### config.mk
export PLATFORM = sky130hd
export DESIGN_NAME = load_store_unit
export DESIGN_NICKNAME = d
export VERILOG_FILES = /design/src/rtl/lsu_pkg.sv /design/src/rtl/lsu_align.sv /design/src/rtl/load_store_unit.sv
export SDC_FILE = /design/constraint.sdc
export NUM_CORES = 1
export LEC_CHECK = 0
export CORE_UTILIZATION = 45
export DETAILED_ROUTE_END_ITERATION = 12
export GPL_TIMING_DRIVEN = 0
export PLACE_DENSITY = 0.78
export SETUP_SLACK_MARGIN = 0.5
export SYNTH_ARGS = -nofsm -noshare
export SYNTH_HDL_FRONTEND = slang
export SYNTH_HIERARCHICAL = 1
export SYNTH_SLANG_ARGS = --single-unit
### constraint.sdc
create_clock -name clk -period 2.3 [get_ports clk]
set_clock_uncertainty 0.05 [all_clocks]
set_input_delay 0.575 -clock clk [delete_from_list [all_inputs] [get_ports clk]]
set_output_delay 0.575 -clock clk [all_outputs]
set_load 0.02 [all_outputs]
### src/rtl/lsu_pkg.sv
// Shared encodings for the load/store unit: access sizes, FSM states, alignment rule.
// Purely declarative; no timing of its own.
// No flow control here; the FSM in load_store_unit owns the handshake.
package lsu_pkg;

  localparam logic [1:0] SZ_BYTE = 2'b00;
  localparam logic [1:0] SZ_HALF = 2'b01;
  localparam logic [1:0] SZ_WORD = 2'b10;
  localparam logic [1:0] SZ_RSVD = 2'b11;

  typedef enum logic [1:0] {
    IDLE = 2'b00,
    RD   = 2'b01,
    WR   = 2'b10,
    RESP = 2'b11
  } state_e;

  // Reserved size is treated as a misaligned access so it never touches memory.
  function automatic logic is_misaligned(input logic [1:0] size, input logic [1:0] off);
    logic mis;
    mis = 1'b0;
    case (size)
      SZ_BYTE: mis = 1'b0;
      SZ_HALF: mis = off[0];
      SZ_WORD: mis = (off != 2'b00);
      default: mis = 1'b1;
    endcase
    return mis;
  endfunction

endpackage

### src/rtl/lsu_align.sv
// Byte-lane extract/extend for loads and lane merge for sub-word stores.
// Purely combinational, zero cycles.
// No flow control; outputs follow inputs in the same cycle.
module lsu_align
  import lsu_pkg::*;
(
  input  logic [31:0] word_i,
  input  logic [1:0]  size_i,
  input  logic        unsigned_i,
  input  logic [1:0]  off_i,
  input  logic [31:0] wdata_i,
  output logic [31:0] load_o,
  output logic [31:0] merge_o
);

  logic [7:0]  byte_lane;
  logic [15:0] half_lane;

  // Little-endian lane selection: byte lane from addr[1:0], half lane from addr[1].
  always_comb begin
    byte_lane = word_i[7:0];
    case (off_i)
      2'd0: byte_lane = word_i[7:0];
      2'd1: byte_lane = word_i[15:8];
      2'd2: byte_lane = word_i[23:16];
      2'd3: byte_lane = word_i[31:24];
      default: byte_lane = word_i[7:0];
    endcase
    half_lane = off_i[1] ? word_i[31:16] : word_i[15:0];
  end

  // Sign- or zero-extend the selected lane; whole words pass straight through.
  always_comb begin
    load_o = word_i;
    case (size_i)
      SZ_BYTE: load_o = {{24{byte_lane[7] & ~unsigned_i}}, byte_lane};
      SZ_HALF: load_o = {{16{half_lane[15] & ~unsigned_i}}, half_lane};
      default: load_o = word_i;
    endcase
  end

  // Drop the low store bits into the addressed lane, keep the other lanes as read.
  always_comb begin
    merge_o = word_i;
    case (size_i)
      SZ_BYTE: begin
        case (off_i)
          2'd0: merge_o[7:0]   = wdata_i[7:0];
          2'd1: merge_o[15:8]  = wdata_i[7:0];
          2'd2: merge_o[23:16] = wdata_i[7:0];
          2'd3: merge_o[31:24] = wdata_i[7:0];
          default: merge_o = word_i;
        endcase
      end
      SZ_HALF: begin
        if (off_i[1]) merge_o[31:16] = wdata_i[15:0];
        else          merge_o[15:0]  = wdata_i[15:0];
      end
      default: merge_o = wdata_i;
    endcase
  end

endmodule

### src/rtl/load_store_unit.sv
// CPU load/store front end to a single-ported word memory with sub-word RMW stores.
// Loads 2 cycles, word stores 2, sub-word stores 3, misaligned 1 (accept to resp_valid).
// req_ready only in IDLE; the response pulse is not back-pressured.
module load_store_unit
  import lsu_pkg::*;
#(
  parameter int DEPTH_LOG2 = 8
) (
  input  logic        clk,
  input  logic        rst_n,
  input  logic        req_valid,
  output logic        req_ready,
  input  logic        req_write,
  input  logic [1:0]  req_size,
  input  logic        req_unsigned,
  input  logic [31:0] req_addr,
  input  logic [31:0] req_wdata,
  output logic        resp_valid,
  output logic [31:0] resp_rdata,
  output logic        resp_misaligned,
  output logic [31:0] mem_addr,
  output logic [31:0] mem_wdata,
  output logic        mem_read,
  output logic        mem_write,
  input  logic [31:0] mem_rdata
);

  state_e      state_q, state_d;
  logic        write_q;
  logic [1:0]  size_q;
  logic        uns_q;
  logic        misal_q;
  logic [1:0]  off_q;
  logic [31:0] wdata_q;
  logic [31:0] word_q;
  logic [31:0] maddr_q;
  logic [31:0] mwdata_q;
  logic [31:0] rdata_q;

  logic        accept;
  logic        req_misal;
  logic [31:0] load_data;
  logic [31:0] merge_data;
  logic [31:0] wr_data;
  logic [31:0] resp_now;

  // Address bits above the memory depth are deliberately dropped so accesses wrap.
  logic unused_addr_bits;
  assign unused_addr_bits = ^req_addr[31:DEPTH_LOG2+2];

  assign accept    = req_valid && (state_q == IDLE);
  assign req_misal = is_misaligned(req_size, req_addr[1:0]);

  lsu_align u_align (
    .word_i     (word_q),
    .size_i     (size_q),
    .unsigned_i (uns_q),
    .off_i      (off_q),
    .wdata_i    (wdata_q),
    .load_o     (load_data),
    .merge_o    (merge_data)
  );

  // Word stores write the request data as-is; sub-word stores write the merged word.
  assign wr_data  = (size_q == SZ_WORD) ? wdata_q : merge_data;
  // Stores and errors report zero data; only good loads return the extracted lane.
  assign resp_now = (misal_q || write_q) ? 32'd0 : load_data;

  // State register; reset aborts any in-flight access immediately.
  always_ff @(posedge clk or negedge rst_n) begin
    if (!rst_n) state_q <= IDLE;
    else        state_q <= state_d;
  end

  // Next-state: misaligned goes straight to RESP, sub-word stores read first.
  always_comb begin
    state_d = state_q;
    case (state_q)
      IDLE: begin
        if (accept) begin
          if (req_misal)                 state_d = RESP;
          else if (!req_write)           state_d = RD;
          else if (req_size == SZ_WORD)  state_d = WR;
          else                           state_d = RD;
        end
      end
      RD:      state_d = write_q ? WR : RESP;
      WR:      state_d = RESP;
      RESP:    state_d = IDLE;
      default: state_d = IDLE;
    endcase
  end

  // Request latch on acceptance; read word capture in RD; held output values.
  always_ff @(posedge clk or negedge rst_n) begin
    if (!rst_n) begin
      write_q  <= 1'b0;
      size_q   <= SZ_BYTE;
      uns_q    <= 1'b0;
      misal_q  <= 1'b0;
      off_q    <= 2'b00;
      wdata_q  <= 32'd0;
      word_q   <= 32'd0;
      maddr_q  <= 32'd0;
      mwdata_q <= 32'd0;
      rdata_q  <= 32'd0;
    end else begin
      if (accept) begin
        write_q <= req_write;
        size_q  <= req_size;
        uns_q   <= req_unsigned;
        misal_q <= req_misal;
        off_q   <= req_addr[1:0];
        wdata_q <= req_wdata;
        maddr_q <= {{(32-DEPTH_LOG2){1'b0}}, req_addr[DEPTH_LOG2+1:2]};
      end
      if (state_q == RD)   word_q   <= mem_rdata;
      if (state_q == WR)   mwdata_q <= wr_data;
      if (state_q == RESP) rdata_q  <= resp_now;
    end
  end

  // Outputs decode directly from state so read and write are mutually exclusive.
  always_comb begin
    req_ready       = (state_q == IDLE);
    mem_read        = (state_q == RD);
    mem_write       = (state_q == WR);
    resp_valid      = (state_q == RESP);
    resp_misaligned = (state_q == RESP) && misal_q;
    resp_rdata      = (state_q == RESP) ? resp_now : rdata_q;
    mem_wdata       = (state_q == WR) ? wr_data : mwdata_q;
    mem_addr        = maddr_q;
  end

endmodule
After elaboration in Yosys (flattened, before gate mapping)
Index checks and enable logic that the tools add are counted.
{ "totals": {"elab_cells": 54, "output_inout_bits": 101, "ff_bits": 145} }
{ "classes": {"bitwise": 3, "eq_ne": 11, "n_reduce_logical": 8, "mux": 21} }
{ "ops": {"columns": ["cell", "n"], "rows": [
  ["32-bit 2-to-1 mux", 4],
  ["32-bit one-hot mux with 2 select lines", 2],
  ["16-bit 2-to-1 mux", 3],
  ["8-bit 2-to-1 mux", 4],
  ["8-bit one-hot mux with 4 select lines", 1],
  ["2-bit == test (second input constant)", 6],
  ["2-bit by 1-bit == test with 1-bit output (second input constant)", 4],
  ["2-bit zero test", 4],
  ["2-bit 2-to-1 mux", 4],
  ["2-bit one-hot mux with 4 select lines", 1],
  ["1-bit one-hot mux with 3 select lines", 1],
  ["1-bit AND", 2],
  ["1-bit logical AND", 2],
  ["2-bit by 1-bit != test with 1-bit output (second input constant)", 1],
  ["2-bit nonzero test", 1],
  ["1-bit logical OR", 1],
  ["1-bit 2-to-1 mux", 1],
  ["1-bit NOT", 1]
]} }

Logic depth before layout (Yosys ltp)
Gate-level depths: netlist of the first run.
{ "depth": {"ltp_word": 6, "depth_mapped": 9, "depth_no_buf": 5} }

Modules after synthesis
The synthesis of the first run kept the hierarchy.
{ "modules_own_cells": {"columns": ["mod", "n_inst", "seq_area_each_um2", "cells_per_inst", "area_each_um2"], "rows": [
  ["load_store_unit", 1, 3628.5, 491, 6037.0],
  ["lsu_align", 1, 0.0, 224, 1677.9]
]} }

Worst setup path after synthesis of the first run
No wires, ideal clock.
{ "synth_path": {"kind": "reg-to-output", "start": "register size_q[1]", "end": "output resp_rdata[27]", "stages_incl_launch_ff": 10, "required_time_ns": 1.675, "setup_slack_ns": -0.236, "t_arrival_ns": 1.911, "n_path_buf": 4, "cell_sequence": "dfrtp_1 -> buf_6 -> or2_0 -> buf_2 -> or4b_4 -> buf_6 -> buf_8 -> nand3_2 -> nand2_1 -> o21ai_1"} }
{ "synth_between": {"elab_chain_len": 4} }
{ "synth_rtl": {"columns": ["element", "line", "rtl"], "rows": [
  ["start: declaration", "load_store_unit.sv:30", "logic [1:0] size_q;"],
  ["start signal: assignment", "load_store_unit.sv:110", "size_q <= req_size;"],
  ["2-bit by 1-bit == test with 1-bit output / 2-bit zero test (equally long branches)", "lsu_align.sv:35", "case (size_i)"],
  ["32-bit one-hot mux with 2 select lines (*)", "lsu_align.sv:35", null],
  ["via load_data[27]", "load_store_unit.sv:42", "logic [31:0] load_data;"],
  ["32-bit 2-to-1 mux (*)", "load_store_unit.sv:67", "assign resp_now = (misal_q || write_q) ? 32'd0 : load_data;"],
  ["32-bit 2-to-1 mux (*)", null, null],
  ["end: declaration", "load_store_unit.sv:19", "output logic [31:0] resp_rdata,"]
]} }
Mark *: on every way through the listed nets, which the timed path passes. The rest lies on a longest branch.

Final worst setup path of the first run
{ "layout_path": {"start": "register size_q[1]", "end": "output resp_rdata[18]"} }
Same word-level chain as after synthesis.

==> results of run 1 <==
worst min-delay path by stage:
stage                                       start                 endpoint  slack, ns  cells after the start
after floorplan                             rst_n  mem_addr[0]$_DFFE_PN0P_       0.23                      0
after global placement    mem_addr[7]$_DFFE_PN0P_  mem_addr[7]$_DFFE_PN0P_       0.42                      1
after detailed placement  mem_addr[1]$_DFFE_PN0P_  mem_addr[1]$_DFFE_PN0P_       0.43                      1
after CTS                                   rst_n   wdata_q[6]$_DFFE_PN0P_       0.12                      1
after global routing                        rst_n   wdata_q[6]$_DFFE_PN0P_       0.14                      1
final                                       rst_n   wdata_q[6]$_DFFE_PN0P_       0.08                      1
registers in the layout, indices dropped and copies added, names as in the netlist:
name      cells
uns_q         1
mem_addr      8
write_q       1
word_q       32
rdata_q      32
mwdata_q     32
misal_q       1
size_q        2
state_q       2
wdata_q      32
off_q         2
worst max-delay path: stages (launching register included):
cell,delay [ns]
dfrtp_1,0.41
buf_6,0.14
or2_0,0.22
buf_4,0.15
or4b_4,0.50
buf_8,0.16
buf_4,0.14
nand3_2,0.08
nand2_2,0.09
o21ai_4,0.09
buf_6,0.14
power breakdown:
part | internal, uW | total [uW] | switching (uW)
logic | 8920 | 17200 | 8260
registers | 3770 | 5620 | 1850
clock network | 1950 | 3110 | 1160
total | 14600 | 25900 | 11300
through the flow:
| stage | util [%] | area [um^2] | setup slack (ns) | setup TNS, ns | total power (uW) |
|---|---|---|---|---|---|
| 6_report | 81.6 | 13600 | -0.877 | -45.53 | 25900 |
| 5_1_grt | 81.6 | 13600 | -0.897 | -48.36 | 26700 |
| 4_1_cts | 70.8 | 11800 | -0.733 | -37.39 | 20500 |
| 3_5_place_dp | 61.1 | 10200 | -1.08 | -40.81 | 15600 |
| 3_3_place_gp | 60.9 | 10100 | -5.75 | -792.48 | 15500 |
| 2_1_floorplan | - | 8290 | -0.120 | -1.99 | 11800 |
layout make-up:
class / count / area, um^2
buffer: 74 / 791
antenna: 1 / 2.50
timing repair buffer: 288 / 3040
clock inverter: 14 / 213
tap: 220 / 275
inverter: 35 / 139
multi-input combinational: 484 / 5050
sequential: 145 / 3640
fill: 805 / 3060
clock buffer: 18 / 439
synthesized netlist by cell type, types with 2 or more instances:
library cell | number | area share, %
and2_1 | 9 | 0.73
mux2i_1 | 74 | 9.6
nand3b_1 | 2 | 0.19
o21ai_1 | 33 | 2.1
a221o_1 | 17 | 2.2
ha_1 | 5 | 0.81
nand2b_1 | 3 | 0.24
buf_1 | 2 | 0.097
nand3_1 | 12 | 0.78
clkbuf_1 | 20 | 0.97
mux2_2 | 12 | 1.8
nor4b_1 | 2 | 0.23
buf_4 | 28 | 2.7
buf_2 | 16 | 1.0
buf_6 | 7 | 1.0
nand2_1 | 68 | 3.3
dfrtp_1 | 145 | 47
and3_1 | 4 | 0.32
nor3_1 | 3 | 0.19
o221ai_1 | 16 | 1.8
a22o_1 | 5 | 0.57
a211o_1 | 3 | 0.34
nand3_2 | 10 | 1.3
nor2b_1 | 6 | 0.49
o22ai_1 | 6 | 0.49
o21ai_0 | 3 | 0.19
a21oi_1 | 34 | 2.2
nor2_1 | 38 | 1.8
inv_1 | 34 | 1.7
mux2_1 | 77 | 11
per-layer routing:
metal  routed length (um)  GRT usage [%]  up-vias
li1                     -              -     3159
met1                12100           37.7     3756
met2                15100           46.5      598
met3                 2960           7.51      181
met4                 1960           12.1        0
met5                    0              0        -
cells by family after synthesis:
family                   Yosys count  share of synthesized area, %
flip-flops                       145                          47.0
adder cells (fa/ha/maj)            5                         0.811
other                              1                        0.0486
multiplexers                     164                          22.9
buffers and inverters            109                          7.75
AND/OR/NAND/NOR                  168                          10.8
AO/OA/AOI/OAI                    123                          10.7
what timing repair did:
action                     in CTS  in global routing
buffers inserted               64                 51
hold buffers                    0                  0
pin swaps                      30                 75
gates cloned                    6                  9
setup endpoints to repair     179                201
gates resized for setup       478                291
==> flow_summary.json, run 1 <==
{
  "dieArea_um2": 17700,
  "finalHoldViolations": 0,
  "vias": 7694,
  "dp_hpwl_um": 16100,
  "rr_startpoint": "off_q[0]$_DFFE_PN0P_",
  "routabilityCongestion": 0.905,
  "rsz0062_at_grt": "yes",
  "port_buffers": 157,
  "critPathKind": "register to output port",
  "dr.pass1.iters": 5,
  "initial_core_util_pct": 46.4,
  "dp_cells": 1116,
  "drt-vias-per-instance": 6.02,
  "die_x_um": 133,
  "final.setup.worst_slack_ns": -0.877,
  "start_kind": "register",
  "async_flop_share_pct": 100,
  "antenna_found_initial": 1,
  "critPathLaunch": "size_q[1]$_DFFE_PN0P_",
  "cts_sinks": 145,
  "status": "finished with violations",
  "hold_path.class": "primary input to asynchronous set/reset pin",
  "grt_pass1_wl_um": 39100,
  "synthCells": 715,
  "wl_per_cell_um": 25.1,
  "area_delta_synth_final_pct": 76.0,
  "cts_tree": "done",
  "final_common_cell": "dfrtp_1",
  "arrival_ns": 2.55,
  "setup_viol": 65,
  "critPathMaxFanout": 6,
  "maxCapViolCount": 0,
  "worstMarginPinSlew_ns": 0.675,
  "drc_errors": 0,
  "grt_max_degree": 78,
  "drive_gt1_share_pct": 54.4,
  "synth_area_um2": 7710,
  "p_leak_uw": 0.00622,
  "fin_crit_ns": 3.18,
  "r2r_cells": 19,
  "htree_levels": 4,
  "ant_nets": 0,
  "violations": "setup timing",
  "drv_slew": 0,
  "r2r_setup_slack_ns": -0.70,
  "clk_path_buf_depth": 2,
  "vdd_drop_max_mv": 1.03,
  "timing.fmax_ghz": 0.315,
  "rows": 47,
  "cts_root_buf": "clkbuf_16",
  "p_per_area_nw_per_um2": 1910,
  "instances_no_fill": 1279,
  "grt_pass1_vias": 7041,
  "cts.reportedPaths.clkPinSlew_ns": 0.06,
  "die_y_um": 133,
  "seq_area_frac_synth_pct": 47.0,
  "core_area_um2": 16600,
  "synth_warnings": 6,
  "crit_required_ns": 1.67,
  "max_slew_margin_pct": 55.0,
  "dr.first_iter.drc_count": 763,
  "grt_use_total_pct": 29.2,
  "hold_slack_ns": 0.0825,
  "routed_wirelength_um": 32100,
  "postSynthAreaPerCell_um2": 10.8,
  "worstSkewPairLatency_ns": 0.44,
  "cts_buffers": 17,
  "post-route-period-util_pct": 138,
  "nets": 1153,
  "final_cell_mix": "138 x dfrtp_1, 112 x buf_6, 107 x buf_4",
  "synthFlopType": "dfrtp_1",
  "ys_types": 51,
  "crit_end": "resp_rdata[18]",
  "synth_edf_count": 0,
  "grt-ovfl-total": 0,
  "end_kind": "output port",
  "ys_ff_latch": 145,
  "timing.rr.end": "rdata_q[28]$_DFF_PN0_",
  "io_pins": 204
}
(Power assumes the default switching activity.)
==> run 2: changes to the inputs <==
Settings changed: PLACE_DENSITY 0.78 to 0.75.
Clock period 2.3 ns to 3.35 ns, I/O delays scaled along.
==> run 2 against run 1 <==
  * The run still ends with setup timing left
  * Critical path type unchanged
  * Power down 41%
  * Critical endpoint is now resp_rdata[19]
  * Setup slack gained 0.84 ns
  * Combinational power fell by 44%
  * Global-route usage decreased by 1.9 points
  * Highest routed layer unchanged
  * Largest power group unchanged
  * Clock-buffer cell count increased by 2
  * Final cell count shrank 3.0%
==> flow_summary.json, run 2 (synthesis gave the netlist of run 1 again) <==
{
  "status": "finished with violations",
  "violations": "setup timing",
  "vdd_drop_max_mv": 0.787,
  "crit_path_frequent_cell": "buf_6",
  "antenna_found_initial": 0,
  "worstMarginPinSlew_ns": 0.738,
  "clk_path_buf_depth": 2,
  "final_cell_mix": "141 x dfrtp_1, 121 x buf_4, 90 x clkdlybuf4s50_1",
  "crit_required_ns": 2.46,
  "grt_pass1_vias": 6686,
  "slowest_delay_ns": 0.48,
  "grt_pass1_wl_um": 36600,
  "p_leak_uw": 0.00551,
  "clockPowerShare_pct": 12.8,
  "arrival_ns": 2.50,
  "wl_per_cell_um": 21.9,
  "initial_core_util_pct": 46.4,
  "share_seq_of_total_power_pct": 24.0,
  "dr.first_iter.drc_count": 550,
  "fin_crit_ns": 3.39,
  "regArea_um2": 3630,
  "post-route-period-util_pct": 101,
  "dp_cells": 1116,
  "timing.rr.end": "rdata_q[23]$_DFF_PN0_",
  "setup_viol": 15,
  "maxCapViolCount": 0,
  "end_kind": "output port",
  "cts_hold_buf": 0,
  "dp_hpwl_um": 15500,
  "grt-ovfl-total": 0,
  "utilization_pct": 72.9,
  "critPathMaxFanout": 5,
  "dr.pass1.iters": 6,
  "ant_nets": 0,
  "grt_max_degree": 77,
  "die_y_um": 133,
  "rr_startpoint": "size_q[1]$_DFFE_PN0P_",
  "internal_power_uw": 8580,
  "max_slew_margin_pct": 50.8,
  "final_common_cell": "dfrtp_1",
  "dieArea_um2": 17700,
  "path_cells": "buf_6 -> or2_0 -> buf_6 -> or4b_4 -> buf_6 -> buf_4 -> nand3_1 -> nand2_1 -> o21ai_2 -> buf_6",
  "p_comb_share_pct": 63.2,
  "io_pins": 204,
  "swShare_pct": 43.8,
  "core_area_um2": 16600,
  "rows": 47,
  "grt_use_total_pct": 27.3,
  "vias": 7128,
  "cpMaxStageDelayCell": "or4b_4",
  "routed_wirelength_um": 27200,
  "r2r_cells": 11,
  "fillers": 1002,
  "cts.reportedPaths.clkPinSlew_ns": 0.06,
  "drc_errors": 0,
  "port_buffers": 157,
  "hold_path.class": "primary input to asynchronous set/reset pin",
  "drv_slew": 0,
  "drt-vias-per-instance": 5.74,
  "cts_buffers": 17,
  "r2r_setup_slack_ns": 1.11,
  "worstSkewPairLatency_ns": 0.43,
  "instances_no_fill": 1241,
  "routabilityCongestion": 0.917,
  "critPathKind": "register to output port",
  "cts_root_buf": "clkbuf_16",
  "cts_tree": "done",
  "p_per_area_nw_per_um2": 1260,
  "finalHoldViolations": 0,
  "p_sw_uw": 6690,
  "final.setup.worst_slack_ns": -0.0416,
  "multi_input_area_um2": 4360,
  "htree_levels": 4,
  "area_delta_synth_final_pct": 57.2,
  "rsz0062_at_grt": "yes",
  "hold_slack_ns": 0.373,
  "die_x_um": 133,
  "start_kind": "register",
  "drive_gt1_share_pct": 42.5,
  "nets": 1117,
  "timing.fmax_ghz": 0.295,
  "cts_sinks": 145
}
-- run 2: repair_timing --
action / 4_1_cts / 5_1_grt
gates resized for setup: 452 / 185
setup endpoints to repair: 66 / 67
buffers inserted: 44 / 45
pin swaps: 38 / 47
cloned: 3 / 2
-- run 2: per-layer routing --
| layer | global-route usage (%) | part of all wire (%) | vias to the layer above | wire (um) |
|---|---|---|---|---|
| li1 | - | - | 3066 | - |
| met1 | 35.9 | 40 | 3478 | 10800 |
| met2 | 43.5 | 47 | 454 | 12700 |
| met3 | 6.32 | 8.5 | 130 | 2300 |
| met4 | 10.9 | 5.3 | 0 | 1430 |
| met5 | 0 | 0 | - | 0 |
-- run 2: final cells by class --
cell class                 instances  share of cell area [%]
tap                              220                    2.27
antenna                            1                  0.0206
multi-input combinational        484                    36.0
clock inverter                    10                    1.11
inverter                          35                    1.10
timing repair buffer             252                    20.1
sequential                       145                    30.0
buffer                            74                    5.62
clock buffer                      20                    3.85
-- run 2: worst max-delay path by stage --
stage                               start  slack (ns)                       to  depth (start not counted)
floorplan           size_q[1]$_DFFE_PN0P_        0.55           resp_rdata[27]                          9
detailed placement  size_q[0]$_DFFE_PN0P_       -0.32            mem_wdata[15]                          7
finish              size_q[1]$_DFFE_PN0P_       -0.04           resp_rdata[19]                         10
global route        size_q[1]$_DFFE_PN0P_       -0.09           resp_rdata[19]                         10
CTS                 size_q[1]$_DFFE_PN0P_        0.01           resp_rdata[27]                         10
global placement                    rst_n       -4.37  wdata_q[24]$_DFFE_PN0P_                          1
-- run 2: worst max-delay path: cells and delay by family (launching register included) --
| family | cells | cell delay, ns |
|---|---|---|
| flops | 1 | 0.40 |
| simple gates | 4 | 0.87 |
| buf+inv | 5 | 0.72 |
| compound gates | 1 | 0.08 |
-- run 2: power groups by stage --
| stage | Combinational (uW) | Sequential (uW) | Clock (uW) |
|---|---|---|---|
| global placement | 6450 | 3460 | 0 |
| floorplan | 4310 | 3130 | 0 |
| global route | 10100 | 3690 | 2050 |
| finish | 9650 | 3660 | 1960 |
| detailed placement | 6530 | 3480 | 0 |
| CTS | 7670 | 3470 | 1960 |
-- run 2: metrics by stage --
| stage | setup slack, ns | TNS, ns | cell area, um^2 | power (uW) |
|---|---|---|---|---|
| after floorplan | 0.551 | 0 | 7800 | 7440 |
| after global placement | -4.37 | -635.13 | 9650 | 9910 |
| after detailed placement | -0.321 | -2.94 | 9680 | 10000 |
| after CTS | 0.0148 | 0 | 11100 | 13100 |
| after global routing | -0.0882 | -1.22 | 12100 | 15800 |
| final | -0.0416 | -0.280 | 12100 | 15300 |
